File: src/rtl/chip8_gpu_pkg.sv
// Shared CHIP-8 GPU definitions: issuer FSM encoding and the opcode filter
// used by both the CPU-side issuer and the GPU decoder.
package chip8_gpu_pkg;

  typedef enum logic [1:0] {
    ST_IDLE       = 2'd0,
    ST_SUBMIT     = 2'd1,
    ST_WAIT_BUSY  = 2'd2,
    ST_WAIT_READY = 2'd3
  } gpu_state_e;

  localparam logic [15:0] OP_CLS    = 16'h00E0;
  localparam logic [3:0]  OP_DRW_HI = 4'hD;

  function automatic logic is_gpu_op(input logic [15:0] op);
    return (op == OP_CLS) || (op[15:12] == OP_DRW_HI);
  endfunction

endpackage

File: src/rtl/gpu_cmd_issuer_if.sv
// CPU-execute and GPU handshake signals of the command issuer, bundled so the
// issuer and its environment connect through a single port.
interface gpu_cmd_issuer_if #(
  parameter int DEPTH = 4,
  parameter int CMD_W = 16
);
  logic [CMD_W-1:0]        cmd_in;
  logic                    cmd_valid;
  logic                    cmd_accept;
  logic                    cmd_reject;
  logic [CMD_W-1:0]        gpu_cmd;
  logic                    gpu_cmd_submitted;
  logic                    gpu_ready;
  logic                    gpu_idle;
  logic [$clog2(DEPTH):0]  fifo_level;

  // Issuer side: it initiates GPU transactions.
  modport master (
    input  cmd_in, cmd_valid, gpu_ready,
    output cmd_accept, cmd_reject, gpu_cmd, gpu_cmd_submitted, gpu_idle, fifo_level
  );

  // Environment side: CPU execute stage plus the GPU.
  modport slave (
    output cmd_in, cmd_valid, gpu_ready,
    input  cmd_accept, cmd_reject, gpu_cmd, gpu_cmd_submitted, gpu_idle, fifo_level
  );
endinterface

File: src/rtl/sync_fifo.sv
// Single-clock FIFO with occupancy count; full/empty derive from the count so
// the pointers can wrap naturally at a power-of-two depth.
module sync_fifo #(
  parameter int DEPTH = 4,
  parameter int WIDTH = 16
) (
  input  logic                   clk,
  input  logic                   rst,
  input  logic                   i_push,
  input  logic [WIDTH-1:0]       i_data,
  input  logic                   i_pop,
  output logic [WIDTH-1:0]       o_data,
  output logic                   o_full,
  output logic                   o_empty,
  output logic [$clog2(DEPTH):0] o_level
);
  localparam int AW = $clog2(DEPTH);
  localparam int LW = AW + 1;

  logic [WIDTH-1:0] r_mem [DEPTH];
  logic [AW-1:0]    r_wr_ptr;
  logic [AW-1:0]    r_rd_ptr;
  logic [LW-1:0]    r_level;
  logic             w_do_push;
  logic             w_do_pop;

  assign o_full    = (r_level == LW'(DEPTH));
  assign o_empty   = (r_level == '0);
  assign o_level   = r_level;
  assign o_data    = r_mem[r_rd_ptr];
  assign w_do_push = i_push & ~o_full;
  assign w_do_pop  = i_pop & ~o_empty;

  // Storage needs no reset: nothing is read until the level says it was written.
  always_ff @(posedge clk) begin
    if (w_do_push) r_mem[r_wr_ptr] <= i_data;
  end

  always_ff @(posedge clk or posedge rst) begin
    if (rst) begin
      r_wr_ptr <= '0;
      r_rd_ptr <= '0;
      r_level  <= '0;
    end else begin
      if (w_do_push) r_wr_ptr <= r_wr_ptr + 1'b1;
      if (w_do_pop)  r_rd_ptr <= r_rd_ptr + 1'b1;
      case ({w_do_push, w_do_pop})
        2'b10:   r_level <= r_level + 1'b1;
        2'b01:   r_level <= r_level - 1'b1;
        default: r_level <= r_level;
      endcase
    end
  end

endmodule

File: src/rtl/gpu_cmd_issuer.sv
// CPU-side GPU command issuer: filters display opcodes into a FIFO and hands
// them to the GPU one at a time over a submit/ready handshake.
module gpu_cmd_issuer
  import chip8_gpu_pkg::*;
#(
  parameter int DEPTH = 4,
  parameter int CMD_W = 16
) (
  input  logic             clk,
  input  logic             rst,
  gpu_cmd_issuer_if.master bus
);
  localparam int LW = $clog2(DEPTH) + 1;

  gpu_state_e       r_state;
  gpu_state_e       w_next;
  logic             w_full;
  logic             w_empty;
  logic             w_legal;
  logic             w_consume;
  logic             w_push;
  logic             w_pop;
  logic [CMD_W-1:0] w_head;
  logic [LW-1:0]    w_level;
  logic [CMD_W-1:0] r_gpu_cmd;
  logic             r_submitted;
  logic             r_reject;

  assign w_consume = bus.cmd_valid & ~w_full;
  assign w_legal   = is_gpu_op(bus.cmd_in);
  assign w_push    = w_consume & w_legal;

  sync_fifo #(
    .DEPTH (DEPTH),
    .WIDTH (CMD_W)
  ) u_fifo (
    .clk     (clk),
    .rst     (rst),
    .i_push  (w_push),
    .i_data  (bus.cmd_in),
    .i_pop   (w_pop),
    .o_data  (w_head),
    .o_full  (w_full),
    .o_empty (w_empty),
    .o_level (w_level)
  );

  always_ff @(posedge clk or posedge rst) begin
    if (rst) r_state <= ST_IDLE;
    else     r_state <= w_next;
  end

  // WAIT_BUSY waits for ready to fall so a slow GPU never sees a second submit.
  always_comb begin
    w_next = r_state;
    case (r_state)
      ST_IDLE:       if (!w_empty && bus.gpu_ready) w_next = ST_SUBMIT;
      ST_SUBMIT:     w_next = ST_WAIT_BUSY;
      ST_WAIT_BUSY:  if (!bus.gpu_ready) w_next = ST_WAIT_READY;
      ST_WAIT_READY: if (bus.gpu_ready) w_next = ST_IDLE;
      default:       w_next = ST_IDLE;
    endcase
  end

  always_comb begin
    w_pop = 1'b0;
    if (r_state == ST_IDLE && !w_empty && bus.gpu_ready) w_pop = 1'b1;
  end

  always_ff @(posedge clk or posedge rst) begin
    if (rst) begin
      r_gpu_cmd   <= '0;
      r_submitted <= 1'b0;
      r_reject    <= 1'b0;
    end else begin
      r_submitted <= w_pop;
      r_reject    <= w_consume & ~w_legal;
      if (w_pop) r_gpu_cmd <= w_head;
    end
  end

  assign bus.cmd_accept        = ~w_full;
  assign bus.cmd_reject        = r_reject;
  assign bus.gpu_cmd           = r_gpu_cmd;
  assign bus.gpu_cmd_submitted = r_submitted;
  assign bus.gpu_idle          = (r_state == ST_IDLE) & w_empty & bus.gpu_ready;
  assign bus.fifo_level        = w_level;

endmodule

File: src/flat_wrapper.sv
// flat-port wrapper written by rule: the top's interface ports become plain ports
module gpu_cmd_issuer_flat import chip8_gpu_pkg::*;
#(
  parameter int DEPTH = 4,
  parameter int CMD_W = 16
)
  (clk, rst, bus_cmd_in, bus_cmd_valid, bus_gpu_ready, bus_cmd_accept, bus_cmd_reject, bus_gpu_cmd, bus_gpu_cmd_submitted, bus_gpu_idle, bus_fifo_level);
  gpu_cmd_issuer_if #(.DEPTH(DEPTH), .CMD_W(CMD_W)) bus_i ();
  input  logic clk;
  input  logic rst;
  input wire logic [$bits(bus_i.cmd_in)-1:0] bus_cmd_in;
  input wire logic [$bits(bus_i.cmd_valid)-1:0] bus_cmd_valid;
  input wire logic [$bits(bus_i.gpu_ready)-1:0] bus_gpu_ready;
  output wire logic [$bits(bus_i.cmd_accept)-1:0] bus_cmd_accept;
  output wire logic [$bits(bus_i.cmd_reject)-1:0] bus_cmd_reject;
  output wire logic [$bits(bus_i.gpu_cmd)-1:0] bus_gpu_cmd;
  output wire logic [$bits(bus_i.gpu_cmd_submitted)-1:0] bus_gpu_cmd_submitted;
  output wire logic [$bits(bus_i.gpu_idle)-1:0] bus_gpu_idle;
  output wire logic [$bits(bus_i.fifo_level)-1:0] bus_fifo_level;
  assign bus_i.cmd_in = bus_cmd_in;
  assign bus_i.cmd_valid = bus_cmd_valid;
  assign bus_i.gpu_ready = bus_gpu_ready;
  assign bus_cmd_accept = bus_i.cmd_accept;
  assign bus_cmd_reject = bus_i.cmd_reject;
  assign bus_gpu_cmd = bus_i.gpu_cmd;
  assign bus_gpu_cmd_submitted = bus_i.gpu_cmd_submitted;
  assign bus_gpu_idle = bus_i.gpu_idle;
  assign bus_fifo_level = bus_i.fifo_level;
  gpu_cmd_issuer #(.DEPTH(DEPTH), .CMD_W(CMD_W)) u_core (.clk(clk), .rst(rst), .bus(bus_i));
endmodule
File: config.mk
export PLATFORM = sky130hd
export DESIGN_NAME = gpu_cmd_issuer_flat
export DESIGN_NICKNAME = d
export VERILOG_FILES = /design/src/rtl/chip8_gpu_pkg.sv /design/src/rtl/gpu_cmd_issuer_if.sv /design/src/rtl/sync_fifo.sv /design/src/rtl/gpu_cmd_issuer.sv /design/src/flat_wrapper.sv
export SDC_FILE = /design/constraint.sdc
export NUM_CORES = 1
export LEC_CHECK = 0
export ABC_AREA = 1
export BUFFER_PORTS_ARGS = -buffer_cell sky130_fd_sc_hd__buf_2
export CORE_MARGIN = 2
export CORE_UTILIZATION = 50
export DETAILED_ROUTE_END_ITERATION = 12
export GPL_TIMING_DRIVEN = 0
export PLACE_DENSITY = 0.72
export SLEW_MARGIN = 40
export SYNTH_ARGS = -nofsm -noshare
export SYNTH_HDL_FRONTEND = slang
export SYNTH_SLANG_ARGS = --single-unit
File: constraint.sdc
create_clock -name clk -period 2.49 [get_ports clk]
set_clock_uncertainty 0.05 [all_clocks]
set_input_delay 0 -clock clk [delete_from_list [all_inputs] [get_ports clk]]
set_output_delay 0 -clock clk [all_outputs]
set_load 0.02 [all_outputs]
==> impl.org <==
** Setup path
- Reg-to-Reg Start :: u_core.r_state[0]$_DFFE_PP0P_
- Kind of start point of the critical path :: register
- For the worst setup path, the data arrival time is 2520 ps.
- Worst setup path start :: u_core.r_state[0]$_DFFE_PP0P_
- In this design, the stage delay of the slowest critical-path cell is 410 ps.
- Data required time at the worst endpoint :: 2680 ps
- Kind of critical path :: reg -> reg
- The worst setup path is captured at a register.
- Of all nets on the critical path, the largest fanout is 10.
- The critical path goes through inv_1 -> ha_1 -> nand3_4 -> clkinv_4 -> buf_8 -> ha_1 -> inv_1 -> fa_1 -> a21oi_1 -> o21ai_0 -> xor2_1.
- Slowest cell on the critical path :: dfrtp_1

** GRT
- Entering global routing, the biggest net connects 28 pins.
- Final global-route overflow total :: 0
- The first global-routing pass estimated 11800 um of wire.
- The initial antenna violation count was 0.
- Across every metal layer, demand over resource in global routing totals 0.189.
- The via count of the first global-routing pass came to 2337.

** Finish
- Design Area, Final :: 4480 um^2
- Post-synthesis to final-layout area growth :: 20.1%
- Final-stage net count :: 418
- Count of inserted antenna diode cells :: 0
- Number of filler instances in the final layout :: 582
- Layout Cells excl Fill :: 492
- Of the cells placed in the final design, the portion with a size suffix greater than 1 is 0.216.

** Job
- Number of maximum-capacitance violations :: 0

** Die
- Die area :: 8170 um^2
- Vertical die dimension :: 90.4 um
- Floorplan Core Area :: 7250 um^2
- The die is 90.4 um wide.
- Pin placement for this block handled 43 I/O pins.
- Starting utilization of the core area :: 0.515
- FP Rows :: 31

** STA
- Max-slew violation total from the final report :: 0
- Final-layout worst hold slack :: 40.4 ps
- For the finished layout, the period the worst path requires is 2320 ps.
- Final Worst Setup Slack :: 168 ps
- At the pin with the least slew margin, the transition time is 565 ps.
- Of the available clock period, the critical path in the final layout requires 0.932.
- Highest clock rate :: 431 MHz
- Final setup violation count :: 0
- Worst slew margin relative to its limit :: 0.623
- For the final routed database, the setup TNS stands at 0 ps.
- Setup repair after global routing left no endpoint under its margin.
- Number of failing hold endpoints at the final stage :: 0

** Placement
- Input/output buffers :: 42
- At the end of routability-driven placement, the weighted congestion stood at 0.752.
- Minimum setup slack after placement :: 145 ps
- After legalization and detailed placement, the total HPWL measured 4720 um.
- DP Area :: 4100 um^2
- Dpl cells :: 458

** Run status
- Outcome :: finished clean

** Clock tree
- Maximum buffer depth of the clock tree :: 2
- Post-CTS Setup Repair Bufs :: 0
- The H-tree generated during clock tree synthesis spans 3 levels.
- Clock Tree Root :: clkbuf_8
- Hold buffer count at CTS :: 18
- TritonCTS created 9 clock buffers.
- CTS tree :: done
- After clock tree synthesis, the clock-pin slew on the worst setup and hold paths is 90 ps.
- Clock latency of the later-clocked register in the worst-skew pair :: 360 ps
- Num Clock Sinks :: 91
- Number of cells upsized or downsized after cts :: 0

** Logic synthesis
- Number of warnings reported in the yosys synthesis log :: 0
- After synthesis the cells add up to 3730 um^2.
- The most used flip-flop cell after synthesis is edfxtp_1.
- Average cell area after synthesis :: 11.8 um^2
- The synthesized netlist contains 24 unique library cells.
- Net Count, Synth :: 347
- Share of async-settable or async-resettable flops after synthesis :: 0.297
- Synth Instances :: 317
- The commonest cells after synthesis are 68 x nand2_1, 64 x edfxtp_1, 50 x nor2_1, 27 x dfrtp_1, 19 x o21ai_1.
- Top post-synthesis cells by area :: edfxtp_1 51%, dfrtp_1 18%, nand2_1 6.8%
- After synthesis the netlist holds a flip-flop and latch count of 91.
- Top cell type's share of synthesized area :: 0.515
- Top cell type by total area after synthesis :: edfxtp_1
- Leading cell type by number of instances after synthesis :: nand2_1
- Sequential cell area fraction in the yosys report :: 0.696
- Yosys mapped a number of flops with a built-in enable equal to 64.

** Detailed routing
- Total number of vias :: 2492
- First-iteration detailed-routing DRC count :: 171
- The first detailed-routing pass took 4 iterations.
- In the routed layout, each cell is associated on average with a via count of 5.07.
- After detailed routing, the average wire length per cell comes to 14.8 um.
- After detailed routing, the total wire length is 7290 um.
- Post-route DRC :: 0
- The detail route stage leaves a number of antenna-violating nets equal to 0.

** Power
- IR Drop Worst-Case VDD :: 0.539 mV
- Standby leakage power :: 1.85 nW
- Dividing total power by cell area gives a power density of 1070 nW/um^2.

** Min path
- In this run the worst hold path is classified as in -> reg.
- The startpoint identified for the worst hold timing path is bus_gpu_ready.
==> report_power, final <==
group	internal [W]	switching [W]	total, W
Combinational	0.000633	0.00114	0.00178
Sequential	0.00185	0.000164	0.00201
Clock	0.000483	0.000516	0.000999
==> worst max-delay path: cells and delay by family (launching register included) <==
kind                       cells  cell delay, ps
adders and majority gates      3             740
buffers and inverters          4             430
DFF                            1             410
AOI/OAI and AO/OA              2             240
and+or+nand+nor                1             180
xor gates and xnor gates       1             150
==> cell usage in the layout, fill, tap and decap left out <==
cell type      instances
o21ai_0               17
buf_2                 45
clkbuf_8               9
xor2_1                 2
o22ai_1               16
a21oi_1                1
nand2_2                1
edfxtp_1              64
dlygate4sd3_1         18
buf_8                  1
o21ai_1               19
nor2_4                 4
inv_6                  1
nand2_1               68
nor2_1                46
clkinv_2               3
nand3_1                4
nor2_2                 1
clkinvlp_4             1
buf_4                  4
xnor2_1                1
nand3_4                2
nand4_1                1
dfrtp_1               27
clkinv_4               1
clkbuf_16              2
inv_2                  8
ha_1                   9
inv_1                 14
buf_6                  2
fa_1                   1
==> per-layer routing <==
layer	global-route usage	share of wire	vias to the layer above
met5	0	0	-
met4	0.0936	0.011	0
met3	0.0392	0.064	6
met2	0.288	0.49	82
met1	0.262	0.43	1184
li1	-	-	1220
==> flip-flops by register name, summed over array words and instances, names as in the netlist <==
register,count
u_core.u_fifo.r_mem,64
u_core.bus.gpu_cmd,16
u_core.u_fifo.o_level,3
u_core.r_state,2
u_core.u_fifo.r_rd_ptr,2
u_core.u_fifo.r_wr_ptr,2
u_core.bus.cmd_reject,1
u_core.bus.gpu_cmd_submitted,1
==> logic make-up after synthesis <==
| logic type | share of synthesized area |
|---|---|
| DFF | 0.696 |
| adders and majority gates | 0.0355 |
| AOI/OAI and AO/OA | 0.0764 |
| xor gates and xnor gates | 0.00704 |
| buffers and inverters | 0.0466 |
| and+or+nand+nor | 0.138 |
==> final timing paths <==
| path | to | slack, ps | cells after the start |
|---|---|---|---|
| max | u_core.u_fifo.o_level[2]$_DFFE_PP0P_ | 170 | 11 |
| min | u_core.bus.gpu_cmd[2]$_DFFE_PP0N_ | 40 | 4 |
| max reg2reg | u_core.u_fifo.o_level[2]$_DFFE_PP0P_ | 170 | 11 |
| min reg2reg | u_core.bus.gpu_cmd[6]$_DFFE_PP0N_ | 430 | 2 |
| max in group asynchronous | u_core.bus.gpu_cmd[4]$_DFFE_PP0N_ | 1830 | 3 |
| min in group asynchronous | u_core.bus.gpu_cmd[13]$_DFFE_PP0N_ | 180 | 3 |
==> final cells by class <==
class	instances	area, um^2	area share
flip-flops and latches	91	2600	0.580
multi-input cells	193	991	0.221
repair buffers	60	390	0.0871
clock buffers	11	174	0.0388
well taps	99	124	0.0276
inverters	23	91.3	0.0204
plain buffers	10	82.6	0.0184
clock inverters	5	31.3	0.00698
==> metrics by stage <==
stage	total power [W]	util
2_1_floorplan	0.00324	-
3_3_place_gp	0.00373	0.561
3_5_place_dp	0.00380	0.565
4_1_cts	0.00481	0.618
5_1_grt	0.00507	0.618
6_report	0.00479	0.618
Note: power is estimated with default switching activity, not from simulation.
